--- config.mk ---
export PLATFORM = sky130hd
export DESIGN_NAME = ultra_range_ctrl_flat
export DESIGN_NICKNAME = d
export VERILOG_FILES = /design/src/rtl/ultra_range_if.sv /design/src/rtl/ultra_range_ctrl.sv /design/src/flat_wrapper.sv
export SDC_FILE = /design/constraint.sdc
export NUM_CORES = 1
export LEC_CHECK = 0
export CAP_MARGIN = 20
export CORE_UTILIZATION = 50
export CTS_CLUSTER_SIZE = 24
export DETAILED_ROUTE_END_ITERATION = 8
export DONT_BUFFER_PORTS = 1
export SLEW_MARGIN = 40
export SYNTH_ARGS = -nofsm -noshare
export SYNTH_HDL_FRONTEND = slang
export SYNTH_SLANG_ARGS = --single-unit
--- constraint.sdc ---
create_clock -name clk -period 3 [get_ports clk]
set_input_delay 0.45 -clock clk [delete_from_list [all_inputs] [get_ports clk]]
set_output_delay 0.45 -clock clk [all_outputs]
set_load 0.02 [all_outputs]
--- src/rtl/ultra_range_if.sv ---
// ultra_range_if: sensor pins, enable and ranging results between the controller and its users
interface ultra_range_if;
    logic       en;
    logic       echo;
    logic       trig;
    logic       busy;
    logic       dist_valid;
    logic       out_of_range;
    logic [3:0] digit0;
    logic [3:0] digit1;
    logic [3:0] digit2;
    logic [3:0] digit3;
    modport master (
        input  en, echo,
        output trig, busy, dist_valid, out_of_range, digit0, digit1, digit2, digit3
    );
    modport slave (
        output en, echo,
        input  trig, busy, dist_valid, out_of_range, digit0, digit1, digit2, digit3
    );
endinterface

--- src/rtl/ultra_range_ctrl.sv ---
// ultra_range_ctrl: triggers the ultrasonic sensor, times the echo and counts centimetres directly in BCD
module ultra_range_ctrl #(
    parameter int TRIG_CYCLES   = 500,
    parameter int TICKS_PER_CM  = 2900,
    parameter int MAX_CM        = 400,
    parameter int RISE_TIMEOUT  = 25000,
    parameter int PERIOD_CYCLES = 3000000
) (
    input  logic         clk,
    input  logic         reset,
    ultra_range_if.master bus
);
    localparam int CW = $clog2(TRIG_CYCLES > RISE_TIMEOUT ? TRIG_CYCLES : RISE_TIMEOUT) + 1;
    localparam int PW = $clog2(PERIOD_CYCLES) + 1;
    localparam int SW = $clog2(TICKS_PER_CM) + 1;
    localparam logic [15:0] MAX_BCD = {4'(MAX_CM / 1000 % 10), 4'(MAX_CM / 100 % 10),
                                       4'(MAX_CM / 10 % 10), 4'(MAX_CM % 10)};

    typedef enum logic [2:0] {IDLE, TRIG, WAIT_RISE, MEASURE, DONE, HOLDOFF} state_t;

    state_t        state_q, state_d;
    logic [2:0]    sync_q;
    logic [CW-1:0] cnt_q, cnt_d;
    logic [PW-1:0] period_q;
    logic [SW-1:0] presc_q, presc_d;
    logic [15:0]   acc_q, acc_d, acc_inc, res_d, digits_q;
    logic          trig_q, oor_q, oor_d;
    logic          rise, fall, tick, sat;

    // sync_q[1] is the synchronised echo; sync_q[2] is its one-cycle-late copy used for edges and counting
    assign rise = sync_q[1] & ~sync_q[2];
    assign fall = ~sync_q[1] & sync_q[2];
    // Counting the delayed copy includes the rise-detect cycle and the fall-detect cycle, so the count equals the pin width
    assign tick = (state_q == MEASURE) && sync_q[2] && (presc_q == SW'(TICKS_PER_CM - 1));
    assign sat  = tick && (acc_inc == MAX_BCD);

    // State, counters, synchroniser and result registers
    always_ff @(posedge clk or negedge reset) begin
        if (!reset) begin
            state_q  <= IDLE;
            sync_q   <= '0;
            cnt_q    <= '0;
            period_q <= '0;
            presc_q  <= '0;
            acc_q    <= '0;
            digits_q <= '0;
            trig_q   <= 1'b0;
            oor_q    <= 1'b0;
        end else begin
            state_q  <= state_d;
            sync_q   <= {sync_q[1:0], bus.echo};
            cnt_q    <= cnt_d;
            period_q <= (state_d == TRIG && state_q != TRIG) ? '0 : period_q + 1'b1;
            presc_q  <= presc_d;
            acc_q    <= acc_d;
            digits_q <= (state_d == DONE) ? res_d : digits_q;
            oor_q    <= (state_d == DONE) ? oor_d : oor_q;
            trig_q   <= state_d == TRIG;
        end
    end

    // Next-state decision
    always_comb begin
        state_d = state_q;
        case (state_q)
            IDLE:      state_d = bus.en ? TRIG : IDLE;
            TRIG:      if (cnt_q == CW'(TRIG_CYCLES - 1)) state_d = WAIT_RISE;
            WAIT_RISE: if (rise || cnt_q == CW'(RISE_TIMEOUT - 1)) state_d = rise ? MEASURE : DONE;
            MEASURE:   if (sat || fall) state_d = DONE;
            DONE:      state_d = HOLDOFF;
            HOLDOFF:   if (period_q == PW'(PERIOD_CYCLES - 1)) state_d = bus.en ? TRIG : IDLE;
            default:   state_d = IDLE;
        endcase
    end

    // Ripple-carry BCD increment of the accumulator
    always_comb begin
        logic c;
        acc_inc = acc_q;
        c = 1'b1;
        for (int i = 0; i < 4; i++) begin
            acc_inc[4*i +: 4] = !c ? acc_q[4*i +: 4] : (acc_q[4*i +: 4] == 4'd9 ? 4'd0 : acc_q[4*i +: 4] + 4'd1);
            c = c && (acc_q[4*i +: 4] == 4'd9);
        end
    end

    // Phase counter, cm prescaler, accumulator and the result presented on entry to DONE
    always_comb begin
        cnt_d   = (state_d != state_q) ? '0 : cnt_q + 1'b1;
        presc_d = (state_q == WAIT_RISE) ? '0 : (state_q == MEASURE && sync_q[2]) ? (tick ? '0 : presc_q + 1'b1) : presc_q;
        acc_d   = (state_q == WAIT_RISE) ? '0 : tick ? acc_inc : acc_q;
        res_d   = (state_q == MEASURE) ? acc_d : MAX_BCD;
        oor_d   = (state_q != MEASURE) || sat;
    end

    // Outputs decoded from state and result registers
    always_comb begin
        bus.trig         = trig_q;
        bus.busy         = state_q != IDLE;
        bus.dist_valid   = state_q == DONE;
        bus.out_of_range = oor_q;
        {bus.digit3, bus.digit2, bus.digit1, bus.digit0} = digits_q;
    end
endmodule

--- src/flat_wrapper.sv ---
// flat-port wrapper written by rule: the top's interface ports become plain ports
module ultra_range_ctrl_flat 
#(
    parameter int TRIG_CYCLES   = 500,
    parameter int TICKS_PER_CM  = 2900,
    parameter int MAX_CM        = 400,
    parameter int RISE_TIMEOUT  = 25000,
    parameter int PERIOD_CYCLES = 3000000
)
  (clk, reset, bus_en, bus_echo, bus_trig, bus_busy, bus_dist_valid, bus_out_of_range, bus_digit0, bus_digit1, bus_digit2, bus_digit3);
  ultra_range_if bus_i ();
  input  logic clk;
  input  logic reset;
  input wire logic [$bits(bus_i.en)-1:0] bus_en;
  input wire logic [$bits(bus_i.echo)-1:0] bus_echo;
  output wire logic [$bits(bus_i.trig)-1:0] bus_trig;
  output wire logic [$bits(bus_i.busy)-1:0] bus_busy;
  output wire logic [$bits(bus_i.dist_valid)-1:0] bus_dist_valid;
  output wire logic [$bits(bus_i.out_of_range)-1:0] bus_out_of_range;
  output wire logic [$bits(bus_i.digit0)-1:0] bus_digit0;
  output wire logic [$bits(bus_i.digit1)-1:0] bus_digit1;
  output wire logic [$bits(bus_i.digit2)-1:0] bus_digit2;
  output wire logic [$bits(bus_i.digit3)-1:0] bus_digit3;
  assign bus_i.en = bus_en;
  assign bus_i.echo = bus_echo;
  assign bus_trig = bus_i.trig;
  assign bus_busy = bus_i.busy;
  assign bus_dist_valid = bus_i.dist_valid;
  assign bus_out_of_range = bus_i.out_of_range;
  assign bus_digit0 = bus_i.digit0;
  assign bus_digit1 = bus_i.digit1;
  assign bus_digit2 = bus_i.digit2;
  assign bus_digit3 = bus_i.digit3;
  ultra_range_ctrl #(.TRIG_CYCLES(TRIG_CYCLES), .TICKS_PER_CM(TICKS_PER_CM), .MAX_CM(MAX_CM), .RISE_TIMEOUT(RISE_TIMEOUT), .PERIOD_CYCLES(PERIOD_CYCLES)) u_core (.clk(clk), .reset(reset), .bus(bus_i));
endmodule
==> results.py, run 1 <==
metrics = {
    "outcome": {
        "status": "finished, final reports clean",
    },
    "synth": {
        "synth_top_area_share_pct": 47.61,
        "synth-edff-count": 0,
        "yosysTopAreaCell": "dfrtp_1",
        "yosysWarnings": 0,
        "synth.most_common_cell": "dfrtp_1",
        "synthCells": 524,
        "synth_area_mm2": 0.004836,
        "ys.flop_type": "dfrtp_1",
        "synth-seq-cells": 92,
        "avgSynthCellArea_um2": 9.229,
        "yosys.cell_types.count": 52,
        "synthTopCellsByCount": "dfrtp_1, nor2_1, nand2_1, o21ai_0, nand3_1",
        "synthTopCellsByArea": "dfrtp_1, nor2_1, xor2_1, nand2_1, o21ai_0",
        "ys_async_sr_fraction_pct": 100.0,
        "syn_nets": 533,
        "yosysSeqAreaShare_pct": 47.61,
    },
    "grt": {
        "busiest_layer": "met2",
        "grt_pass1_vias": 3595,
        "grt_first_pass_wirelength_mm": 17.62,
        "grtUsageMet1_pct": 31.74,
        "met2_usage_pct": 33.51,
        "grtUsageTotal_pct": 22.14,
        "antenna_found_initial": 0,
        "grt_max_degree": 93,
        "use_met3_pct": 5.084,
        "grt_overflow": 0,
    },
    "sta": {
        "drv_slew": 0,
        "fin_crit_ns": 2.725,
        "tns_ns": 0,
        "hold_viol": 0,
        "fin_crit_sh_pct": 90.82,
        "finalClockSkew_ns": 0.009312,
        "setup_viol": 0,
        "timing.hold.ws_ns": 0.1242,
        "setup_slack_ns": 0.2754,
        "slew_headroom_pct": 65.86,
        "rsz0062_at_grt": "no",
        "tightest_slew_ns": 0.5122,
        "fmax_mhz": 367.0,
    },
    "drt": {
        "vias": 3783,
        "drc_errors": 0,
        "wl_per_cell_um": 15.58,
        "vias_per_cell": 5.741,
        "ant_nets": 0,
        "first_iter_violations": 195,
        "routed_wl_mm": 10.27,
        "dr.pass1.iters": 5,
    },
    "power": {
        "leakagePower_nw": 2.202,
        "power_density_mw_per_mm2": 543.6,
        "total_power_mw": 2.834,
        "peakVddDrop_v": 0.0003475,
    },
    "clocking": {
        "cts_tree": "yes",
        "cts.sinks": 92,
        "clock_latency_ns": 0.35,
        "numCtsBuffers": 9,
        "ctsHtreeMaxLevel": 3,
        "cts_resized": 0,
        "path_clk_slew_ns": 0.08,
        "clock-root-buffer": "clkbuf_8",
        "clock_path_buffers": 2,
    },
    "critical_path": {
        "cp_top_family": "simple AND/OR/NAND/NOR gates",
        "crit_fanout": 16,
        "end_kind": "flip-flop",
        "cp_common_cell": "buf_4",
        "critPathSlowestCell": "dfrtp_1",
        "crit_buf_inv": 4,
        "cp_data_required_time_ns": 3.23,
        "cp_slowest_stage_delay_ns": 0.41,
        "cp_data_arrival_time_ns": 2.96,
        "crit_chain": "inv_1, ha_1, and4b_1, nand2_1, or4_1, a211oi_1, nand4_1, buf_4, buf_4, a21oi_2, buf_4, nor2_1",
        "start_kind": "flip-flop",
        "crit_type": "flip-flop to flip-flop",
    },
    "place": {
        "gp_congestion": 0.8425,
        "dpl.hpwl_mm": 7.108,
        "portBuffers": 0,
        "dpl_worst_slack_ns": 0.1829,
    },
    "finish": {
        "diodes": 0,
        "seqCellArea_mm2": 0.002302,
        "multi_input_area_mm2": 0.002367,
        "drive_gt1_share_pct": 6.226,
        "fillCellCount": 865,
        "syn_to_final_growth_pct": 7.788,
        "nets": 535,
    },
    "floorplan": {
        "initial_utilization_pct": 52.09,
        "core_region_area_mm2": 0.009284,
        "io_pins": 24,
        "fp-row-count": 35,
        "dieArea_mm2": 0.01007,
        "fp.dieW_um": 100.3,
        "die_h_um": 100.3,
    },
    "hold_path": {
        "hold_path_class": "primary input to flip-flop",
    },
    "flow_run": {
        "drv_cap": 0,
    },
}
[power breakdown]
group	total, mW	switching (mW)	leakage [nW]	internal (mW)
Combinational	0.362	0.184	0.915	0.178
Clock	0.871	0.420	0.109	0.451
Sequential	1.60	0.196	1.18	1.40
Total	2.83	0.800	2.20	2.03
[path summary, 6_finish.rpt]
| kind | from | endpoint | slack (ns) | cells past startpoint |
|---|---|---|---|---|
| setup / recovery | u_core.acc_q[1] | u_core.cnt_q[7] | 0.28 | 12 |
| hold / removal | bus_echo | u_core.sync_q[0] | 0.12 | 0 |
| setup reg to reg | u_core.acc_q[1] | u_core.cnt_q[7] | 0.28 | 12 |
| hold reg to reg | u_core.sync_q[0] | u_core.sync_q[1] | 0.36 | 0 |
| max in group asynchronous | reset | u_core.cnt_q[6] | 1.97 | 2 |
| min in group asynchronous | reset | u_core.acc_q[15] | 0.64 | 2 |
[stage by stage]
| stage | utilization (%) | cell area, um2 | instances |
|---|---|---|---|
| after floorplan | - | 4836 | 524 |
| after global placement | 53.41 | 4959 | 641 |
| after detailed placement | 53.41 | 4959 | 641 |
| after CTS | 55.96 | 5195 | 657 |
| after global routing | 56.15 | 5213 | 659 |
| final | 56.15 | 5213 | 659 |
[area by class of cell]
| class | instances | share of cell area [%] |
|---|---|---|
| clock buffer | 12 | 3.168 |
| clock inverter | 3 | 0.8401 |
| inverter | 10 | 0.7201 |
| multi-input combinational | 398 | 45.42 |
| sequential | 92 | 44.17 |
| tap | 129 | 3.096 |
| timing repair buffer | 15 | 2.592 |
[registers in the layout, indices dropped and copies added, names as in the netlist]
| name | flops |
|---|---|
| u_core.period_q | 23 |
| u_core.acc_q | 16 |
| u_core.cnt_q | 16 |
| u_core.digits_q | 16 |
| u_core.presc_q | 13 |
| u_core.state_q | 3 |
| u_core.sync_q | 3 |
| u_core.bus.out_of_range | 1 |
| u_core.bus.trig | 1 |
[cell usage in the layout (no fill, tap or decap), drive strengths merged, types with 5 or more instances in the layout]
cell type,instances
xor2,29
nand2b,7
buf,14
a31o,8
nor2,75
clkbuf,12
ha,5
nor3,10
o31ai,11
nor2b,5
nand3,31
xnor2,16
nand2,54
and2,8
and3,24
nor4bb,5
nand4,11
nor4,5
dfrtp,92
a21oi,11
o21ai,37
inv,11
[layer usage]
layer | routed length, um | share of wire, %
met1 | 5124 | 50
met2 | 4627 | 45
met3 | 381 | 3.7
met4 | 134 | 1.3
met5 | 0 | 0
[repair_timing]
action,4_1_cts,5_1_grt
setup endpoints to repair,0,20
hold endpoints to repair,92,2
buffers inserted,0,1
hold buffers,1,1
[cell families (layout without fill, tap and decap cells)]
family                     Yosys count  count (layout)  share of synthesized area [%]
and+or+nand+nor                    260             260                          27.92
adders and majority gates            5               5                          1.294
muxes                                1               1                         0.2328
AOI/OAI and AO/OA                   87              87                          11.36
buffers and inverters               34              40                          3.441
xor gates and xnor gates            45              45                          8.150
DFF                                 92              92                          47.61
(Power assumes the default switching activity.)
==> run 2: changes to the inputs <==
ABC_AREA = 1   (was default)
SETUP_SLACK_MARGIN = 0.2   (was default)
clock period = 3.1 ns   (was 3 ns; I/O delays follow)
==> run 2 against run 1 <==
Cell area is 4.8% higher. Critical endpoint is now u_core.period_q[16]. Register-to-register slack better by 0.17 ns. Critical path type unchanged. Sequential power is 25% lower. Flip-flop and latch count stayed put. Die area is 6.8% higher. Critical path depth is 6 higher. Clock power is 20% lower. Hold slack worse by 0.12 ns. Final cell count is 17% higher. Setup slack better by 0.17 ns.
==> results.py, run 2 <==
metrics = {
    "floorplan": {
        "dieArea_mm2": 0.01076,
        "initial_utilization_pct": 52.20,
        "fp-row-count": 36,
        "io_pins": 24,
        "die_h_um": 103.7,
        "fp.dieW_um": 103.7,
        "core_region_area_mm2": 0.009910,
    },
    "synth": {
        "ys_async_sr_fraction_pct": 100.0,
        "yosysTopAreaCell": "dfrtp_1",
        "ys.flop_type": "dfrtp_1",
        "yosysWarnings": 0,
        "avgSynthCellArea_um2": 8.171,
        "synth_area_mm2": 0.005172,
        "synthCells": 633,
        "yosys.cell_types.count": 39,
        "syn_nets": 642,
        "synth-edff-count": 0,
        "synthTopCellsByArea": "dfrtp_1, nand2_1, inv_1, nand3_1, nor2_1",
        "synth-seq-cells": 92,
        "synth.most_common_cell": "nand2_1",
        "yosysSeqAreaShare_pct": 44.51,
        "synthTopCellsByCount": "nand2_1, inv_1, dfrtp_1, nor2_1, nand3_1",
        "synth_top_area_share_pct": 44.51,
    },
    "drt": {
        "routed_wl_mm": 10.13,
        "dr.pass1.iters": 4,
        "wl_per_cell_um": 13.09,
        "vias_per_cell": 5.151,
        "vias": 3987,
        "first_iter_violations": 117,
        "drc_errors": 0,
        "ant_nets": 0,
    },
    "place": {
        "dpl.hpwl_mm": 7.292,
        "gp_congestion": 0.8474,
        "postPlaceCellArea_mm2": 0.005280,
        "portBuffers": 0,
    },
    "finish": {
        "mostFrequentLayoutCells": "nand2_1, inv_1, dfrtp_1",
        "nets": 647,
        "diodes": 0,
        "syn_to_final_growth_pct": 5.660,
        "drive_gt1_share_pct": 13.26,
        "layout_commonest_cell": "nand2_1",
        "top_register": "u_core.period_q",
        "largest_reg_flops": 23,
        "final_area_mm2": 0.005465,
    },
    "clocking": {
        "path_clk_slew_ns": 0.09,
        "clock-root-buffer": "clkbuf_8",
        "cts_tree": "yes",
        "clock_latency_ns": 0.37,
        "cts_resized": 0,
        "numCtsBuffers": 9,
        "ctsHtreeMaxLevel": 3,
        "cts_hold_buf": 1,
        "cts.sinks": 92,
        "post_cts.repair.setup_buffers": 0,
        "clock_path_buffers": 2,
    },
    "sta": {
        "tightest_slew_ns": 0.7781,
        "rsz0062_at_grt": "no",
        "fmax_mhz": 376.6,
        "setup_viol": 0,
        "fin_crit_sh_pct": 85.65,
        "drv_slew": 0,
        "finalClockSkew_ns": 0.01034,
        "hold_viol": 0,
        "timing.hold.ws_ns": 0.001798,
        "slew_headroom_pct": 47.93,
        "fin_crit_ns": 2.655,
        "tns_ns": 0,
    },
    "critical_path": {
        "cp_data_arrival_time_ns": 2.91,
        "crit_start": "u_core.acc_q[1]",
        "critPathSlowestCell": "dfrtp_1",
        "reg2reg_to": "u_core.period_q[16]",
        "crit_type": "flip-flop to flip-flop",
        "end_kind": "flip-flop",
        "crit_fanout": 14,
        "cp_data_required_time_ns": 3.35,
        "crit_end": "u_core.period_q[16]",
        "crit_chain": "inv_1, ha_1, nand2_2, nor2_4, nand2_1, nand2_1, nand2_1, inv_2, nand2_1, nor2_2, nand2_1, nor2_2, nand2_2, nand3_4, nand3b_1, nor2_4, buf_4, a21oi_2",
        "cp_slowest_stage_delay_ns": 0.42,
        "rr_startpoint": "u_core.acc_q[1]",
        "start_kind": "flip-flop",
        "rrSetupSlack_ns": 0.44,
        "cp_common_cell": "nand2_1",
        "worstRegToRegCells": 18,
    },
    "hold_path": {
        "hold_path_class": "primary input to async pin",
    },
    "grt": {
        "antenna_found_initial": 0,
        "grt_first_pass_wirelength_mm": 18.08,
        "grt_overflow": 0,
        "grt_max_degree": 93,
        "grt_pass1_vias": 4022,
        "grtUsageTotal_pct": 20.98,
    },
    "power": {
        "peakVddDrop_v": 0.0002913,
        "leakagePower_nw": 2.394,
        "power_density_mw_per_mm2": 352.4,
    },
    "flow_run": {
        "drv_cap": 0,
    },
    "outcome": {
        "status": "finished, final reports clean",
    },
}
## run 2: cell types whose count changed after synthesis, moves of 11 or more
cell	change
and3_1	-24
nor2_1	-21
nand2_1	+54
o21ai_0	-12
nand3_1	+18
a21oi_2	+18
nor3_1	+13
inv_1	+87
o31ai_1	-11
o21ai_1	+15
nor2_4	+14
## run 2: layer usage
metal | wire (um) | up-vias | GRT usage (%)
met4 | 166 | 0 | 7.449
li1 | - | 2052 | -
met2 | 4723 | 45 | 33.75
met1 | 4823 | 1876 | 26.28
met5 | 0 | - | 0
met3 | 416 | 14 | 7.174
## run 2: cell families after synthesis
family                     count (synthesis)  synth area share (%)
adders and majority gates                  5                 1.209
buffers and inverters                    120                 9.773
DFF                                       92                 44.51
xor gates and xnor gates                  30                 5.080
and+or+nand+nor                          295                 28.33
AOI/OAI and AO/OA                         91                 11.10
## run 2: how the worst min path moves through the flow
stage | start | end | depth (start not counted)
floorplan | reset | u_core.acc_q[0] | 0
global placement | reset | u_core.presc_q[8] | 0
detailed placement | reset | u_core.presc_q[7] | 0
CTS | reset | u_core.presc_q[8] | 1
global route | reset | u_core.presc_q[9] | 1
finish | reset | u_core.presc_q[9] | 1
## run 2: metrics by stage
step	setup WS (ns)	util (%)	instances	total power [mW]
after floorplan	0.9293	-	633	1.229
after global routing	0.2278	55.15	774	2.020
after global placement	0.5033	53.28	759	1.230
after detailed placement	0.4441	53.28	759	1.230
after CTS	0.4261	55.15	774	1.973
final	0.4448	55.15	774	1.926
## run 2: power by group
| group | leakage [nW] | switching (mW) | internal [mW] |
|---|---|---|---|
| combinational | 1.09 | 0.0249 | 0.00474 |
| sequential | 1.22 | 0.000976 | 1.20 |
| clock | 0.0783 | 0.391 | 0.304 |
## run 2: final cells by class
cell class,count,area [um2]
Clock buffer,12,145.1
Timing Repair Buffer,7,72.57
Tap cell,133,166.4
Clock inverter,2,12.51
Sequential cell,92,2302
Multi-Input combinational cell,421,2365
Fill cell,931,4444
Inverter,107,401.6
## run 2: worst max-delay path, delay by kind of cell, from the launching register on
family / cells / cell delay [ns]
flip-flops: 1 / 0.42
AND/OR/NAND/NOR: 13 / 1.46
AO/OA/AOI/OAI: 1 / 0.06
buffers and inverters: 3 / 0.39
adder cells (fa/ha/maj): 1 / 0.19
